===== src/rtl/fb_loader.sv =====
// Double-buffered framebuffer loader: parses SYNC + 2*ROWS data bytes + XOR checksum
// from the uart rx stream, swaps front/back only on a good checksum, and acks or naks.
module fb_loader #(
    parameter int          ROWS    = 80,
    parameter logic [7:0]  SYNC    = 8'hA5,
    parameter logic [7:0]  ACK     = 8'h06,
    parameter logic [7:0]  NAK     = 8'h15,
    parameter int          TIMEOUT = 24000
) (
    input  logic        clk,
    input  logic        reset,
    input  logic [7:0]  rx_data,
    input  logic        rx_strobe,
    output logic [7:0]  tx_data,
    output logic        tx_strobe,
    input  logic [7:0]  row,
    output logic [15:0] pixels,
    output logic        frame_done,
    output logic        busy,
    output logic [15:0] frame_count
);

    localparam int ROW_W = $clog2(ROWS);
    localparam int IDX_W = $clog2(2 * ROWS);
    localparam int GAP_W = $clog2(TIMEOUT + 1);
    localparam logic [IDX_W-1:0] LAST_IDX = IDX_W'(2 * ROWS - 1);
    localparam logic [GAP_W-1:0] GAP_MAX  = GAP_W'(TIMEOUT);

    typedef enum logic [1:0] {IDLE, DATA, CSUM} state_t;

    state_t            state_q, state_d;
    logic [IDX_W-1:0]  idx_q;
    logic [7:0]        csum_q;
    logic [GAP_W-1:0]  gap_q;
    logic              front_q;
    logic [15:0]       buf_a [ROWS];
    logic [15:0]       buf_b [ROWS];
    logic [ROW_W-1:0]  wr_row;
    logic [ROW_W-1:0]  rd_row;
    logic              timed_out;

    assign wr_row    = idx_q[ROW_W:1];
    assign rd_row    = row[ROW_W-1:0];
    assign timed_out = !rx_strobe && (gap_q == GAP_MAX);
    assign busy      = (state_q != IDLE);

    // NOTE: state registers use non-blocking assignments so every flop samples pre-edge values.
    always_ff @(posedge clk or posedge reset) begin
        if (reset) state_q <= IDLE;
        else       state_q <= state_d;
    end

    // NOTE: state_d is defaulted first so no path through this block can infer a latch.
    always_comb begin
        state_d = state_q;
        case (state_q)
            IDLE: if (rx_strobe && rx_data == SYNC) state_d = DATA;
            DATA: begin
                if (rx_strobe && idx_q == LAST_IDX) state_d = CSUM;
                else if (timed_out)                 state_d = IDLE;
            end
            CSUM: if (rx_strobe || timed_out) state_d = IDLE;
            default: state_d = IDLE;
        endcase
    end

    always_ff @(posedge clk or posedge reset) begin
        if (reset) begin
            idx_q       <= '0;
            csum_q      <= '0;
            gap_q       <= '0;
            front_q     <= 1'b0;
            tx_data     <= '0;
            tx_strobe   <= 1'b0;
            frame_done  <= 1'b0;
            frame_count <= '0;
        end else begin
            tx_strobe  <= 1'b0;
            frame_done <= 1'b0;
            // Inter-byte gap only matters mid-frame; a strobe always restarts it.
            gap_q <= (state_q == IDLE || rx_strobe) ? '0 : gap_q + GAP_W'(1);
            if (rx_strobe) begin
                case (state_q)
                    IDLE: if (rx_data == SYNC) begin
                        idx_q  <= '0;
                        csum_q <= '0;
                    end
                    DATA: begin
                        idx_q  <= idx_q + IDX_W'(1);
                        csum_q <= csum_q ^ rx_data;
                    end
                    CSUM: begin
                        tx_strobe <= 1'b1;
                        if (rx_data == csum_q) begin
                            tx_data     <= ACK;
                            frame_done  <= 1'b1;
                            front_q     <= ~front_q;
                            frame_count <= frame_count + 16'd1;
                        end else begin
                            tx_data <= NAK;
                        end
                    end
                    default: ;
                endcase
            end
        end
    end

    // NOTE: the buffer RAMs are deliberately outside the reset so they map onto block RAM.
    always_ff @(posedge clk) begin
        if (state_q == DATA && rx_strobe) begin
            if (front_q) begin
                if (idx_q[0]) buf_a[wr_row][7:0]  <= rx_data;
                else          buf_a[wr_row][15:8] <= rx_data;
            end else begin
                if (idx_q[0]) buf_b[wr_row][7:0]  <= rx_data;
                else          buf_b[wr_row][15:8] <= rx_data;
            end
        end
    end

    always_ff @(posedge clk or posedge reset) begin
        if (reset)                  pixels <= '0;
        else if (int'(row) >= ROWS) pixels <= '0;
        else if (front_q)           pixels <= buf_b[rd_row];
        else                        pixels <= buf_a[rd_row];
    end

endmodule


===== config.mk =====
export PLATFORM = sky130hd
export DESIGN_NAME = fb_loader
export DESIGN_NICKNAME = d
export VERILOG_FILES = /design/src/rtl/fb_loader.sv
export SDC_FILE = /design/constraint.sdc
export NUM_CORES = 2
export LEC_CHECK = 0
export BUFFER_PORTS_ARGS = -buffer_cell sky130_fd_sc_hd__buf_2
export CELL_PAD_IN_SITES_DETAIL_PLACEMENT = 0
export CELL_PAD_IN_SITES_GLOBAL_PLACEMENT = 2
export CORE_MARGIN = 5
export CORE_UTILIZATION = 46
export CTS_CLUSTER_DIAMETER = 60
export DETAILED_ROUTE_END_ITERATION = 7
export PLACE_DENSITY_LB_ADDON = 0.1
export SLEW_MARGIN = 20
export SYNTH_ARGS = -nofsm -noshare
export SYNTH_HDL_FRONTEND = slang
export SYNTH_SLANG_ARGS = --single-unit

===== constraint.sdc =====
create_clock -name clk -period 2.3 [get_ports clk]
set_clock_uncertainty 0.15 [all_clocks]
set_input_delay 0.46 -clock clk [delete_from_list [all_inputs] [get_ports clk]]
set_output_delay 0.46 -clock clk [all_outputs]
set_load 0.01 [all_outputs]

==> summary.txt <==
Critical path
  – Cell repeated most along the worst path: sky130_fd_sc_hd__buf_12
  – Critical Path Source Type: flip-flop
  – Data required, critical path: 2760 ps
  – Chain of cells forming the critical path: buf_6 -> nor2b_4 -> nand2_4 -> or3_4 -> buf_12 -> buf_12 -> nor2_2 -> buf_4
  – Stage delay of the slowest cell on the critical path: 450 ps
  – Setup slack of the worst register-to-register path: -130 ps
  – Maximum net fanout on the critical path: 16
  – Crit. End Element: flip-flop
  – Critical path data arrival time: 2880 ps
  – Category of the most critical setup path: reg2reg
  – CP max-delay cell: sky130_fd_sc_hd__or3_4

Floorplanning
  – IO Pins: 62
  – Height of the die: 482 um
  – DIE WIDTH: 482 um
  – Floorplan core area: 0.222 mm^2
  – Count of standard-cell rows: 173
  – Effective utilization at floorplan: 46.2%
  – Die Footprint: 0.233 mm^2

Power and ir drop
  – Power per cell area: 840 mW/mm^2
  – Maximum vdd drop: 0.782 mV
  – Leakage power: 42.0 nW
  – Final Power: 106 mW

GRT
  – Busiest grt layer: met2
  – Number of antenna violations at the first check in global routing: 9
  – Via count of the first global-routing pass: 54800
  – Grt ovf: 0
  – Aggregate global-route resource usage: 25.9%
  – Pin count of the biggest net entering global routing: 160
  – Fraction of met1 tracks used by global routing: 37.4%
  – Wire length of the first global-routing pass: 423000 um
  – Met3 GRT Util: 4.46%
  – Fraction of met2 tracks used by global routing: 41.5%

STA
  – Period utilisation layout: 106%
  – Final number of max-transition violations: 0
  – Unrepaired setup endpoints after global routing: yes
  – Maximum clock rate: 412 MHz
  – Hold Vio Cnt, Final: 0
  – Post-layout worst setup margin: -128 ps
  – Count of final setup violators: 479
  – Time the worst path needs with I/O delays and setup: 2430 ps
  – Transition time at the pin with the least slew margin: 990 ps
  – Relative slew slack: 33.7%
  – Total negative slack for setup checks: -29480 ps

Yosys
  – Post-synthesis instance area: 0.103 mm^2
  – Flip-flop and latch count after synthesis: 2631
  – Synth cell types: 71
  – Count of yosys warnings during synthesis: 0
  – Area share of the largest cell type after synthesis: 74.9%
  – Cell type contributing the most total cell area after synthesis: sky130_fd_sc_hd__edfxtp_1
  – Number of enable-type register cells in the synthesized netlist: 2560
  – Average instance area after synthesis: 20.8 um^2
  – Mapped Cells: 4928
  – Prevailing post-synth register cell: sky130_fd_sc_hd__edfxtp_1
  – Post-synth ARST share: 2.70%
  – Cell types occupying the most area after synthesis: sky130_fd_sc_hd__edfxtp_1 (75%), sky130_fd_sc_hd__mux4_2 (13%), sky130_fd_sc_hd__mux2i_1 (2.0%), sky130_fd_sc_hd__dfrtp_1 (1.7%), sky130_fd_sc_hd__nor2_1 (1.4%)
  – Portion of the post-synthesis area used by sequential elements: 76.7%

Route
  – Via count: 54000
  – Routed len/inst: 32.8 um
  – Number of DRC violations after detailed-routing iteration 0: 5866
  – Final routed DRC violation total: 0
  – Total wirelength of the detailed-routed design: 302000 um
  – Remaining antenna violation count after routing: 0
  – Number of iterations in the first detailed-routing pass: 6
  – Routed vias/inst: 5.86

Run
  – Max-cap viol count: 0

Status
  – Failing checks: negative setup slack
  – Status: finished with violations

Placement
  – Final Wtd Congestion: 0.853
  – Cells after DPL: 8673
  – HPWL after DPL: 200000 um
  – Number of input and output port buffers inserted: 57

Layout
  – Post-route non-filler standard cell count: 9221
  – # nets final: 6053
  – Layout area overhead: 22.8%
  – Ratio of cells with drive above 1 in the final layout: 37.6%

Clocking
  – Clock-pin slew of the registers on the worst-case setup and hold paths: 60 ps
  – Clock insertion delay at the later pin of the skew report: 930 ps
  – Root buffer cell: sky130_fd_sc_hd__clkbuf_16
  – Buffers from clock root to sink, at most: 4
  – Clock tree from TritonCTS: yes
  – CTS sink cnt: 2631
  – Number of buffers created by CTS: 298
  – H-tree depth reported by CTS: 5

Hold path
  – HP Class: in2reg
-- routing by layer --
| layer | part of all wire (%) | vias to the layer above |
|---|---|---|
| met2 | 48 | 1996 |
| met4 | 2.7 | 2 |
| met1 | 42 | 29100 |
| met3 | 7.0 | 352 |
| met5 | 0.0030 | - |
| li1 | - | 22600 |
-- report_power, final --
part / internal [mW] / switching, mW / total (mW) / leakage (nW)
combinational: 2.86 / 4.26 / 7.13 / 13.5
sequential: 52.7 / 0.120 / 52.8 / 24.0
clock: 27.5 / 18.4 / 45.9 / 4.56
total: 83.1 / 22.8 / 106 / 42.0
-- stage by stage --
step,hold slack (ps),area (um^2),worst slack [ps],utilization (%)
final,112,126000,-128,56.7
after global placement,300,114000,-1850,51.5
after floorplan,305,103000,-143,-
after global routing,82.4,126000,-194,56.7
after detailed placement,303,114000,-1770,51.5
after CTS,12.5,125000,-176,56.3
-- flip-flops by register name, indices dropped and copies added (netlist names) --
name         cells
buf_a         1280
buf_b         1280
frame_count     16
pixels          16
gap_q           15
csum_q           8
idx_q            8
tx_data          3
state_q          2
frame_done       1
front_q          1
tx_strobe        1
-- synthesized netlist by cell type (7+ instances only) --
cell type,number
sky130_fd_sc_hd__edfxtp_1,2560
sky130_fd_sc_hd__mux4_2,608
sky130_fd_sc_hd__nor2_1,375
sky130_fd_sc_hd__mux2i_1,209
sky130_fd_sc_hd__nand2_1,184
sky130_fd_sc_hd__clkbuf_1,110
sky130_fd_sc_hd__buf_2,94
sky130_fd_sc_hd__a22oi_1,76
sky130_fd_sc_hd__dfrtp_1,71
sky130_fd_sc_hd__o21ai_0,68
sky130_fd_sc_hd__o22ai_1,39
sky130_fd_sc_hd__mux2_2,38
sky130_fd_sc_hd__a21oi_1,35
sky130_fd_sc_hd__nand3_1,35
sky130_fd_sc_hd__buf_6,31
sky130_fd_sc_hd__buf_4,30
sky130_fd_sc_hd__o221ai_1,30
sky130_fd_sc_hd__xor2_1,26
sky130_fd_sc_hd__a221oi_1,25
sky130_fd_sc_hd__a31oi_1,20
sky130_fd_sc_hd__buf_1,19
sky130_fd_sc_hd__and3_1,18
sky130_fd_sc_hd__nor3_1,17
sky130_fd_sc_hd__xnor2_1,17
sky130_fd_sc_hd__a211oi_1,15
sky130_fd_sc_hd__o211ai_1,13
sky130_fd_sc_hd__o21ai_1,13
sky130_fd_sc_hd__nand4_1,12
sky130_fd_sc_hd__nor2b_1,12
sky130_fd_sc_hd__nor4_1,12
sky130_fd_sc_hd__nand2b_1,11
sky130_fd_sc_hd__inv_1,9
sky130_fd_sc_hd__nor3b_1,9
sky130_fd_sc_hd__o21a_1,9
sky130_fd_sc_hd__a2111oi_0,7
sky130_fd_sc_hd__a2111oi_1,7
-- cell families (layout without fill, tap and decap cells) --
group           count (synthesis)  count (layout)  share of synthesized area (%)
compound gates                381             381                           2.55
xor+xnor                       43              43                          0.367
fa+ha+maj                       4               4                         0.0488
buf+inv                       297            1609                           1.56
flops                        2631            2631                           76.7
mux                           856             856                           15.8
other cells                     1               7                        0.00365
simple gates                  715             715                           3.00
-- cell type report --
class	instances	area [um^2]
fill	17000	96100
timing repair buffer	1085	10500
inverter	11	45.0
sequential	2631	78700
tap	2975	3720
clock inverter	133	1390
multi-input combinational	2003	23800
antenna	3	7.51
clock buffer	380	7920
-- placed cells by master, fill, tap and decap left out, types with 11 or more instances in the layout --
master / Yosys / routed
sky130_fd_sc_hd__a21oi_1: 35 / 31
sky130_fd_sc_hd__a221oi_1: 25 / 12
sky130_fd_sc_hd__a22oi_1: 76 / 70
sky130_fd_sc_hd__a31oi_1: 20 / 15
sky130_fd_sc_hd__and3_1: 18 / 16
sky130_fd_sc_hd__buf_12: 1 / 124
sky130_fd_sc_hd__buf_16: 0 / 12
sky130_fd_sc_hd__buf_2: 94 / 44
sky130_fd_sc_hd__buf_4: 30 / 784
sky130_fd_sc_hd__buf_6: 31 / 75
sky130_fd_sc_hd__buf_8: 1 / 26
sky130_fd_sc_hd__bufinv_16: 0 / 29
sky130_fd_sc_hd__clkbuf_1: 110 / 72
sky130_fd_sc_hd__clkbuf_16: 0 / 309
sky130_fd_sc_hd__clkinv_1: 1 / 42
sky130_fd_sc_hd__clkinv_2: 0 / 48
sky130_fd_sc_hd__dfrtp_1: 71 / 64
sky130_fd_sc_hd__dlygate4sd3_1: 0 / 11
sky130_fd_sc_hd__edfxtp_1: 2560 / 2560
sky130_fd_sc_hd__mux2_2: 38 / 29
sky130_fd_sc_hd__mux2i_1: 209 / 200
sky130_fd_sc_hd__mux4_2: 608 / 608
sky130_fd_sc_hd__nand2_1: 184 / 169
sky130_fd_sc_hd__nand2_2: 0 / 12
sky130_fd_sc_hd__nand3_1: 35 / 32
sky130_fd_sc_hd__nand4_1: 12 / 12
sky130_fd_sc_hd__nor2_1: 375 / 311
sky130_fd_sc_hd__nor2_2: 0 / 35
sky130_fd_sc_hd__nor2_4: 0 / 29
sky130_fd_sc_hd__o211ai_1: 13 / 13
sky130_fd_sc_hd__o21ai_0: 68 / 34
sky130_fd_sc_hd__o21ai_1: 13 / 29
sky130_fd_sc_hd__o21ai_2: 0 / 13
sky130_fd_sc_hd__o221ai_1: 30 / 24
sky130_fd_sc_hd__o22ai_1: 39 / 29
sky130_fd_sc_hd__xnor2_1: 17 / 17
sky130_fd_sc_hd__xor2_1: 26 / 26
-- worst paths after layout --
path / start / end / cells after the start
worst max-delay path: state_q[1]$_DFFE_PP0P_ / buf_b[41][11]$_DFFE_PP_ / 8
min in group asynchronous: reset / gap_q[2]$_DFF_PP0_ / 4
worst max register to register: state_q[1]$_DFFE_PP0P_ / buf_b[41][11]$_DFFE_PP_ / 8
max in group asynchronous: reset / pixels[5]$_DFF_PP0_ / 5
worst min-delay path: row[4] / pixels[9]$_DFF_PP0_ / 6
worst min register to register: tx_data[1]$_DFFE_PP0P_ / tx_data[1]$_DFFE_PP0P_ / 1
-- worst max-delay path: cells and delay by family, from the launching register on --
family / cells / cell delay, ps
flops: 1 / 400
buf+inv: 4 / 670
simple gates: 4 / 850
-- timing repair --
item / 4_1_cts / 5_1_grt
endpoints found under the hold margin: 169 / 0
gates resized for setup: 207 / 211
endpoints found under the setup margin: 41 / 2179
gates cloned: 6 / 9
buffers inserted: 18 / 2
pin swaps: 28 / 38
hold buffers: 11 / 0
Note: power is estimated with default switching activity, not from simulation.
